`src/rtl/mem_line_engine.sv`:
```
// Miss-service initiator: optional victim writeback followed by a block refill over a block-wide memory port.
// Accepts one request at a time and signals completion with a single-cycle done pulse.
module mem_line_engine #(
   parameter int RD_LATENCY = 1,
   parameter int CNT_WIDTH  = 16,
   parameter int PA_WIDTH   = 20,
   parameter int BLK_WIDTH  = 128,
   parameter int BYTE       = 8
) (
   input  logic                 clk,
   input  logic                 rst,
   input  logic                 req_valid,
   output logic                 req_ready,
   input  logic                 req_fill,
   input  logic                 req_wb,
   input  logic [PA_WIDTH-1:0]  req_fill_addr,
   input  logic [PA_WIDTH-1:0]  req_wb_addr,
   input  logic [BLK_WIDTH-1:0] req_wb_data,
   output logic                 done,
   output logic [BLK_WIDTH-1:0] resp_data,
   output logic [PA_WIDTH-1:0]  mem_addr,
   output logic                 mem_rd_en,
   output logic                 mem_wr_en,
   output logic [BLK_WIDTH-1:0] mem_wr_data,
   input  logic [BLK_WIDTH-1:0] mem_rd_data,
   output logic [CNT_WIDTH-1:0] fill_count,
   output logic [CNT_WIDTH-1:0] wb_count
);

   localparam int OFF = $clog2(BLK_WIDTH / BYTE);
   localparam int WCW = (RD_LATENCY > 1) ? $clog2(RD_LATENCY) : 1;
   localparam logic [PA_WIDTH-1:0] ALIGN_MASK = ~PA_WIDTH'((64'd1 << OFF) - 64'd1);

   localparam logic [2:0] S_IDLE = 3'd0;
   localparam logic [2:0] S_WB   = 3'd1;
   localparam logic [2:0] S_RD   = 3'd2;
   localparam logic [2:0] S_WAIT = 3'd3;
   localparam logic [2:0] S_DONE = 3'd4;

   logic [2:0]           state_q, state_d;
   logic [PA_WIDTH-1:0]  fill_addr_q, fill_addr_d;
   logic                 fill_q, fill_d;
   logic [WCW-1:0]       wait_q, wait_d;
   logic [PA_WIDTH-1:0]  mem_addr_q, mem_addr_d;
   logic [BLK_WIDTH-1:0] wr_data_q, wr_data_d;
   logic [BLK_WIDTH-1:0] resp_q, resp_d;
   logic [CNT_WIDTH-1:0] fill_cnt_q, fill_cnt_d;
   logic [CNT_WIDTH-1:0] wb_cnt_q, wb_cnt_d;

   // The address and write-data registers double as the request latches: they are
   // loaded on the transition into the state that first drives them.
   always_comb begin
      state_d     = state_q;
      fill_addr_d = fill_addr_q;
      fill_d      = fill_q;
      wait_d      = wait_q;
      mem_addr_d  = mem_addr_q;
      wr_data_d   = wr_data_q;
      resp_d      = resp_q;
      fill_cnt_d  = fill_cnt_q;
      wb_cnt_d    = wb_cnt_q;
      case (state_q)
         S_IDLE: begin
            if (req_valid) begin
               fill_addr_d = req_fill_addr & ALIGN_MASK;
               fill_d      = req_fill;
               if (req_wb) begin
                  state_d    = S_WB;
                  mem_addr_d = req_wb_addr & ALIGN_MASK;
                  wr_data_d  = req_wb_data;
               end else if (req_fill) begin
                  state_d    = S_RD;
                  mem_addr_d = req_fill_addr & ALIGN_MASK;
               end else begin
                  state_d    = S_DONE;
               end
            end
         end
         S_WB: begin
            wb_cnt_d = wb_cnt_q + 1'b1;
            if (fill_q) begin
               state_d    = S_RD;
               mem_addr_d = fill_addr_q;
            end else begin
               state_d    = S_DONE;
            end
         end
         S_RD: begin
            state_d = S_WAIT;
            wait_d  = WCW'(RD_LATENCY - 1);
         end
         S_WAIT: begin
            if (wait_q == '0) begin
               resp_d  = mem_rd_data;
               state_d = S_DONE;
            end else begin
               wait_d  = wait_q - 1'b1;
            end
         end
         S_DONE: begin
            if (fill_q) begin
               fill_cnt_d = fill_cnt_q + 1'b1;
            end
            state_d = S_IDLE;
         end
         default: state_d = S_IDLE;
      endcase
   end

   always_ff @(posedge clk) begin
      if (rst) begin
         state_q     <= S_IDLE;
         fill_addr_q <= '0;
         fill_q      <= 1'b0;
         wait_q      <= '0;
         mem_addr_q  <= '0;
         wr_data_q   <= '0;
         resp_q      <= '0;
         fill_cnt_q  <= '0;
         wb_cnt_q    <= '0;
      end else begin
         state_q     <= state_d;
         fill_addr_q <= fill_addr_d;
         fill_q      <= fill_d;
         wait_q      <= wait_d;
         mem_addr_q  <= mem_addr_d;
         wr_data_q   <= wr_data_d;
         resp_q      <= resp_d;
         fill_cnt_q  <= fill_cnt_d;
         wb_cnt_q    <= wb_cnt_d;
      end
   end

   assign req_ready   = (state_q == S_IDLE);
   assign done        = (state_q == S_DONE);
   assign mem_wr_en   = (state_q == S_WB);
   assign mem_rd_en   = (state_q == S_RD);
   assign mem_addr    = mem_addr_q;
   assign mem_wr_data = wr_data_q;
   assign resp_data   = resp_q;
   assign fill_count  = fill_cnt_q;
   assign wb_count    = wb_cnt_q;

endmodule
```
`config.mk`:
```
export PLATFORM = sky130hd
export DESIGN_NAME = mem_line_engine
export DESIGN_NICKNAME = d
export VERILOG_FILES = /design/src/rtl/mem_line_engine.sv
export SDC_FILE = /design/constraint.sdc
export NUM_CORES = 1
export LEC_CHECK = 0
export CORE_AREA = 2 2 240 242
export DETAILED_ROUTE_END_ITERATION = 16
export DIE_AREA = 0 0 242 244
export PLACE_DENSITY = 0.58
export SLEW_MARGIN = 15
export SYNTH_ARGS = -nofsm -noshare
export SYNTH_HDL_FRONTEND = slang
export SYNTH_SLANG_ARGS = --single-unit
```
`constraint.sdc`:
```
create_clock -name clk -period 1.7 [get_ports clk]
set_clock_uncertainty 0.05 [all_clocks]
set_input_delay 0.17 -clock clk [delete_from_list [all_inputs] [get_ports clk]]
set_output_delay 0.17 -clock clk [all_outputs]
set_load 0.005 [all_outputs]
```
==> run metrics, run 1 <==
status finished, violations left; failing checks setup timing; Post-synth ARST share 0%; Ports 613; Multi-input gate area 5260 µm²; drt wl/cell 16.93 µm; average size of a mapped cell 7.936 µm²; chip height 244 µm; P_leak 8.223 nW; Clock Latency Late Sink 0.55 ns; routed wire length 49.70 mm; layout cell share with drive strength beyond 1 13.54%; Layout area overhead 82.32%; fin. max-slew vios 0; initial antenna violation count 1; Post-synth EDFFs 0; CP max FO 7; DR pass1 iterations 4; critical path data arrival time 2.26 ns; Post-Layout Cell Count 2,935; CP required 2.13 ns; pre-CTS setup slack -0.3695 ns; Inserted Clock Buffers 39; Worst Max-Slew Pin Slew 0.7530 ns; sequential area share after synthesis 54.78%; total congestion overflow 0; vias in the first global route 12,510; setup TNS -6.155 ns; pin count of the biggest net entering global routing 87; commonest non-fill, non-tap cell in the layout nand2_1; Final Setup Violations 139; Peak VDD IR 0.0007912 V; maximum buffer depth of the clock tree 3; endpoints failing hold 0; gpl congestion 0.9355; max frequency 544.8 MHz; first-pass GRT wire length 70.66 mm; area leader, netlist dfxtp_1; routed via count 12,840; Total Nets Final 2,452; Tightest Hold Check Type in -> reg; ys flop type dfxtp_1; core footprint 56,170 µm²; Synth top area share 54.78%; CTS hold repair buffers 0; Cells after DPL 2,828; main area contributors after synthesis dfxtp_1, nand2_1, a21oi_1, clkbuf_1, mux2i_1; Synth Instances 1,492; area of the mapped netlist 11,840 µm²; Die Span X 242 µm; row cnt 87; ant diodes 0; Clk pin slew, worst setup/hold paths 0.06 ns; Initial Util 21.08%; commonest cells after routing, fill and taps aside nand2_1, clkdlybuf4s50_1, dfxtp_1, a21oi_1, buf_4; Ys Warns 0; Synth cell types 44; pwr dens 903.5 nW/µm²; post-synthesis register bit count 324; RSZ-0062 raised after global routing true; power consumption 19.50 mW; Root Driver clkbuf_16; count of input and output buffers 600; Total GRT Usage 14.90%; Crit Path Category reg -> reg; fin crit share 108.0%; fin worst setup slack -0.1354 ns; CP endpoint kind flop; number of fill cells 5,642; clock tree from TritonCTS yes; minimum clock period 1.835 ns; DP Area 19,240 µm²; Post-Layout Inst Area 21,590 µm²; startpoint type of the worst setup path flop; TritonCTS sink count 324; via/cell ratio 4.375; Die ar. 59,050 µm²; antenna-violating nets left 0; DP HPWL 33.55 mm; H-tree depth 2; flip-flop and latch area 6516 µm²; maxcap violations 0; relative max-transition margin 49.80%; DRC violations left 0; initial DRC count 474
[metal layers]
metal	routed length, µm	global-route usage, %
met1	19090	16.36
met2	25130	26.52
met5	13	0
met4	1503	5.265
met3	3966	5.279
[worst max-delay path, cell delays in order (launching register included)]
cell       delay [ns]
dfxtp_2          0.32
buf_6            0.12
buf_6            0.12
nor4b_4          0.28
and2_4           0.27
clkbuf_16        0.21
clkbuf_16        0.17
nand2_1          0.08
a21oi_2          0.13
[logic make-up (layout without fill, tap and decap cells)]
group	Yosys count	in the layout	synth area share, %
xor+xnor	19	19	1.405
buf+inv	119	803	4.163
other cells	1	4	0.03167
flops	324	324	54.78
fa+ha+maj	2	2	0.2113
simple gates	659	659	22.51
mux	16	16	1.353
compound gates	352	352	15.54
[path summary, 6_finish.rpt]
kind | end | slack [ns] | depth (start not counted) | startpoint
setup / recovery | mem_wr_data[9] | -0.14 | 8 | state_q[1]
setup reg to reg | mem_wr_data[9] | -0.14 | 8 | state_q[1]
hold reg to reg | resp_data[1] | 0.40 | 2 | resp_data[1]
hold / removal | mem_wr_data[35] | 0.06 | 2 | rst
[power breakdown]
| part | total [mW] | switching (mW) | internal [mW] | leakage, nW |
|---|---|---|---|---|
| clock network | 8.52 | 3.41 | 5.11 | 0.629 |
| registers | 8.05 | 0.162 | 7.89 | 2.64 |
| logic | 2.93 | 1.24 | 1.69 | 4.96 |
| total | 19.5 | 4.81 | 14.7 | 8.22 |
[layout make-up]
type	instances	share of cell area [%]
timing repair buffer	727	34.86
sequential	324	30.19
multi-input combinational	1052	24.37
clock buffer	54	5.211
tap	756	4.382
clock inverter	17	0.8810
inverter	5	0.1101
[stage by stage]
| stage | hold WS (ns) | util (%) |
|---|---|---|
| final | 0.05536 | 38.43 |
| after global placement | 0.3910 | 34.26 |
| after global routing | 0.08822 | 38.43 |
| after detailed placement | 0.3963 | 34.26 |
| after CTS | 0.02688 | 36.96 |
| after floorplan | 0.2560 | - |
[registers in the layout, summed over array words and instances, names as in the netlist]
name / count
state_q: 3
mem_addr: 16
resp_data: 128
fill_count: 16
mem_wr_data: 128
fill_addr_q: 16
wb_count: 16
fill_q: 1
[cell usage after synthesis (all sizes together), types with 2 or more instances]
library cell / instances
dfxtp: 324
o2111ai: 16
xor2: 9
nand2: 578
ha: 2
o21ai: 28
mux2i: 16
nor3: 3
and2: 3
nand2b: 2
nor2: 24
and4: 2
clkbuf: 87
nand4: 10
nand3: 9
inv: 4
or3: 10
a21oi: 303
nor4: 7
and3: 2
buf: 27
xnor2: 10
[repair_timing]
item                       4_1_cts  5_1_grt
buffers inserted                11       11
setup endpoints to repair      222      186
resized for setup              114      120
gates cloned                     1       17
pin swaps                        8       45
(Power assumes the default switching activity.)
==> inputs of run 2 (changes only) <==
CORE_AREA = 2 2 242 244   (was 2 2 240 242)
DIE_AREA = 0 0 244 246   (was 0 0 242 244)
PLACE_DENSITY = 0.55   (was 0.58)
clock period = 1.8 ns   (was 1.7 ns; I/O delays follow)
==> run 2 against run 1 <==
The flow still finishes with violations (setup timing). Register-to-register slack better by 0.07 ns. Final cell count grew 0.37%. Design area increased by 2.3%. Utilization is 0.082 points higher.
==> run metrics, run 2 (same netlist as run 1, synthesis figures left out) <==
max frequency 536.7 MHz; vias in the first global route 12,560 (+0.42%); crit-path cells buf_6, or3b_4, inv_4, buf_6, buf_6; Tightest Hold Check Type in -> reg; Clock Latency Late Sink 0.55 ns (about the same); Inserted Clock Buffers 40 (+2.6%); total congestion overflow 0 (unchanged); Root Driver clkbuf_16; startpoint type of the worst setup path flop; failing checks setup timing; chip height 246 µm (+0.82%); flip-flop and latch area 6494 µm² (-0.35%); DP Area 19,160 µm² (-0.44%); Total Nets Final 2,454 (+0.082%); number of fill cells 5,738 (+1.7%); pin count of the biggest net entering global routing 71 (-18%); commonest non-fill, non-tap cell in the layout clkdlybuf4s50_1; DR pass1 iterations 4 (unchanged); antenna-violating nets left 0 (unchanged); P_leak 8.048 nW (-2.1%); DRC violations left 0 (unchanged); routed wire length 51.35 mm (+3.3%); Total GRT Usage 15.19% (+0.29 points); R2R Setup Slk -0.06 ns (+0.07 ns); fin crit share 103.5%; initial antenna violation count 1 (unchanged); initial DRC count 468 (-1.3%); commonest cells after routing, fill and taps aside clkdlybuf4s50_1, nand2_1, dfxtp_1, a21oi_1, a21oi_2; relative max-transition margin 46.76% (-3.0 points); Initial Util 20.64% (-0.44 points); crit path launch state_q[1]; CP max FO 3 (-4); Crit path largest cell delay 0.41 ns (+0.09 ns); setup TNS -0.7238 ns (+5.431 ns); Layout area overhead 86.60%; gpl congestion 0.8287 (-11%); hold_sp req_wb_data[6]; drt wl/cell 17.43 µm (+2.9%); H-tree depth 2 (unchanged); maximum buffer depth of the clock tree 3 (unchanged); clock tree from TritonCTS yes; fin util 38.51% (+0.082 points); via/cell ratio 4.320 (-1.2%); crit path to mem_wr_en; Clk pin slew, worst setup/hold paths 0.06 ns (about the same); CP max-delay cell or3b_4; Die Span X 244 µm (+0.83%); count of input and output buffers 600 (unchanged); Multi-input gate area 5717 µm² (+8.7%); fin. max-slew vios 0 (unchanged); endpoints failing hold 0 (unchanged); pre-CTS setup slack -0.1730 ns (+0.1965 ns); DP HPWL 35.14 mm (+4.7%); status finished, violations left; worst reg2reg path depth 9 (+1); row cnt 88 (+1.1%); routed via count 12,730 (-0.87%); fin worst setup slack -0.06307 ns (+0.07234 ns); Die ar. 60,020 µm² (+1.7%); reg2reg end mem_wr_data[21]; first-pass GRT wire length 71.90 mm (+1.7%); Critical R2R Launch state_q[1]; Final Setup Violations 38 (-73%); Worst Max-Slew Pin Slew 0.7973 ns (+0.04433 ns); core footprint 57,370 µm² (+2.1%); RSZ-0062 raised after global routing true; layout cell share with drive strength beyond 1 17.25% (+3.7 points); Ports 613 (unchanged); maxcap violations 0 (unchanged); Post-Layout Inst Area 22,090 µm² (+2.3%); critical path data arrival time 1.63 ns (-0.63 ns); minimum clock period 1.863 ns; Peak VDD IR 0.0004634 V (-41%); most frequent CP cell buf_6; CP endpoint kind output port; CP required 1.57 ns (-0.56 ns); pwr dens 836.9 nW/µm² (-7.4%); Crit Path Category reg -> out; TritonCTS sink count 324 (unchanged)
## run 2: cell types whose count changed in the layout (fill, tap and decap cells not counted), sizes merged, moves of 2 or more
cell	previous run	this run
clkbuf	65	63
clkdlybuf4s50	527	574
clkinv	8	12
clkinvlp	6	1
dlygate4sd2	49	17
dlymetal6s2s	18	3
inv	5	7
nand2	578	580
## run 2: routing by layer
metal	global-route usage (%)	part of all wire, %	routed length, µm	vias up
met5	0	0	0	-
met3	5.447	8.6	4432	83
li1	-	-	-	6246
met2	27.03	50	25790	465
met4	4.824	2.9	1485	0
met1	16.82	38	19650	5934
## run 2: repair_timing
action                                  4_1_cts  5_1_grt
resized for setup                            95      238
setup buffers                                11       14
endpoints found under the setup margin      109      145
gates cloned                                  7       18
endpoints found under the hold margin        33        0
hold buffers                                  1        0
pin swaps                                    19      105
## run 2: cell type report
type                    count  area share (%)
clock buffers              54           5.182
well taps                 765           4.332
inverters                   5         0.09627
diodes                      1         0.01133
repair buffers            726           34.44
flip-flops and latches    324           29.39
clock inverters            17          0.6683
multi-input cells        1054           25.87
## run 2: report_power, final
part / total, mW / leakage (nW) / switching [mW] / internal [mW]
Clock: 7.93 / 0.649 / 3.18 / 4.75
Combinational: 2.95 / 4.77 / 1.27 / 1.68
Sequential: 7.62 / 2.63 / 0.164 / 7.45
Total: 18.5 / 8.05 / 4.61 / 13.9
## run 2: worst min path at each step
stage / end / cells after the start
after CTS: mem_wr_data[6] / 3
after floorplan: fill_addr_q[10] / 2
after global placement: mem_wr_data[110] / 2
after detailed placement: mem_wr_data[6] / 2
after global routing: resp_data[66] / 3
final: mem_wr_data[6] / 3
## run 2: per-stage QoR
step | cells | hold slack (ns) | total power, mW
2_1_floorplan | 1495 | 0.2660 | 8.527
3_3_place_gp | 2832 | 0.3905 | 10.05
3_5_place_dp | 2832 | 0.3953 | 10.09
4_1_cts | 2922 | 0.08375 | 18.36
5_1_grt | 2946 | 0.1105 | 19.25
6_report | 2946 | 0.1302 | 18.49
## run 2: worst max-delay path, delay by kind of cell (launching register included)
family	cells	cell delay, ns
simple gates	1	0.41
buf+inv	4	0.36
flops	1	0.33
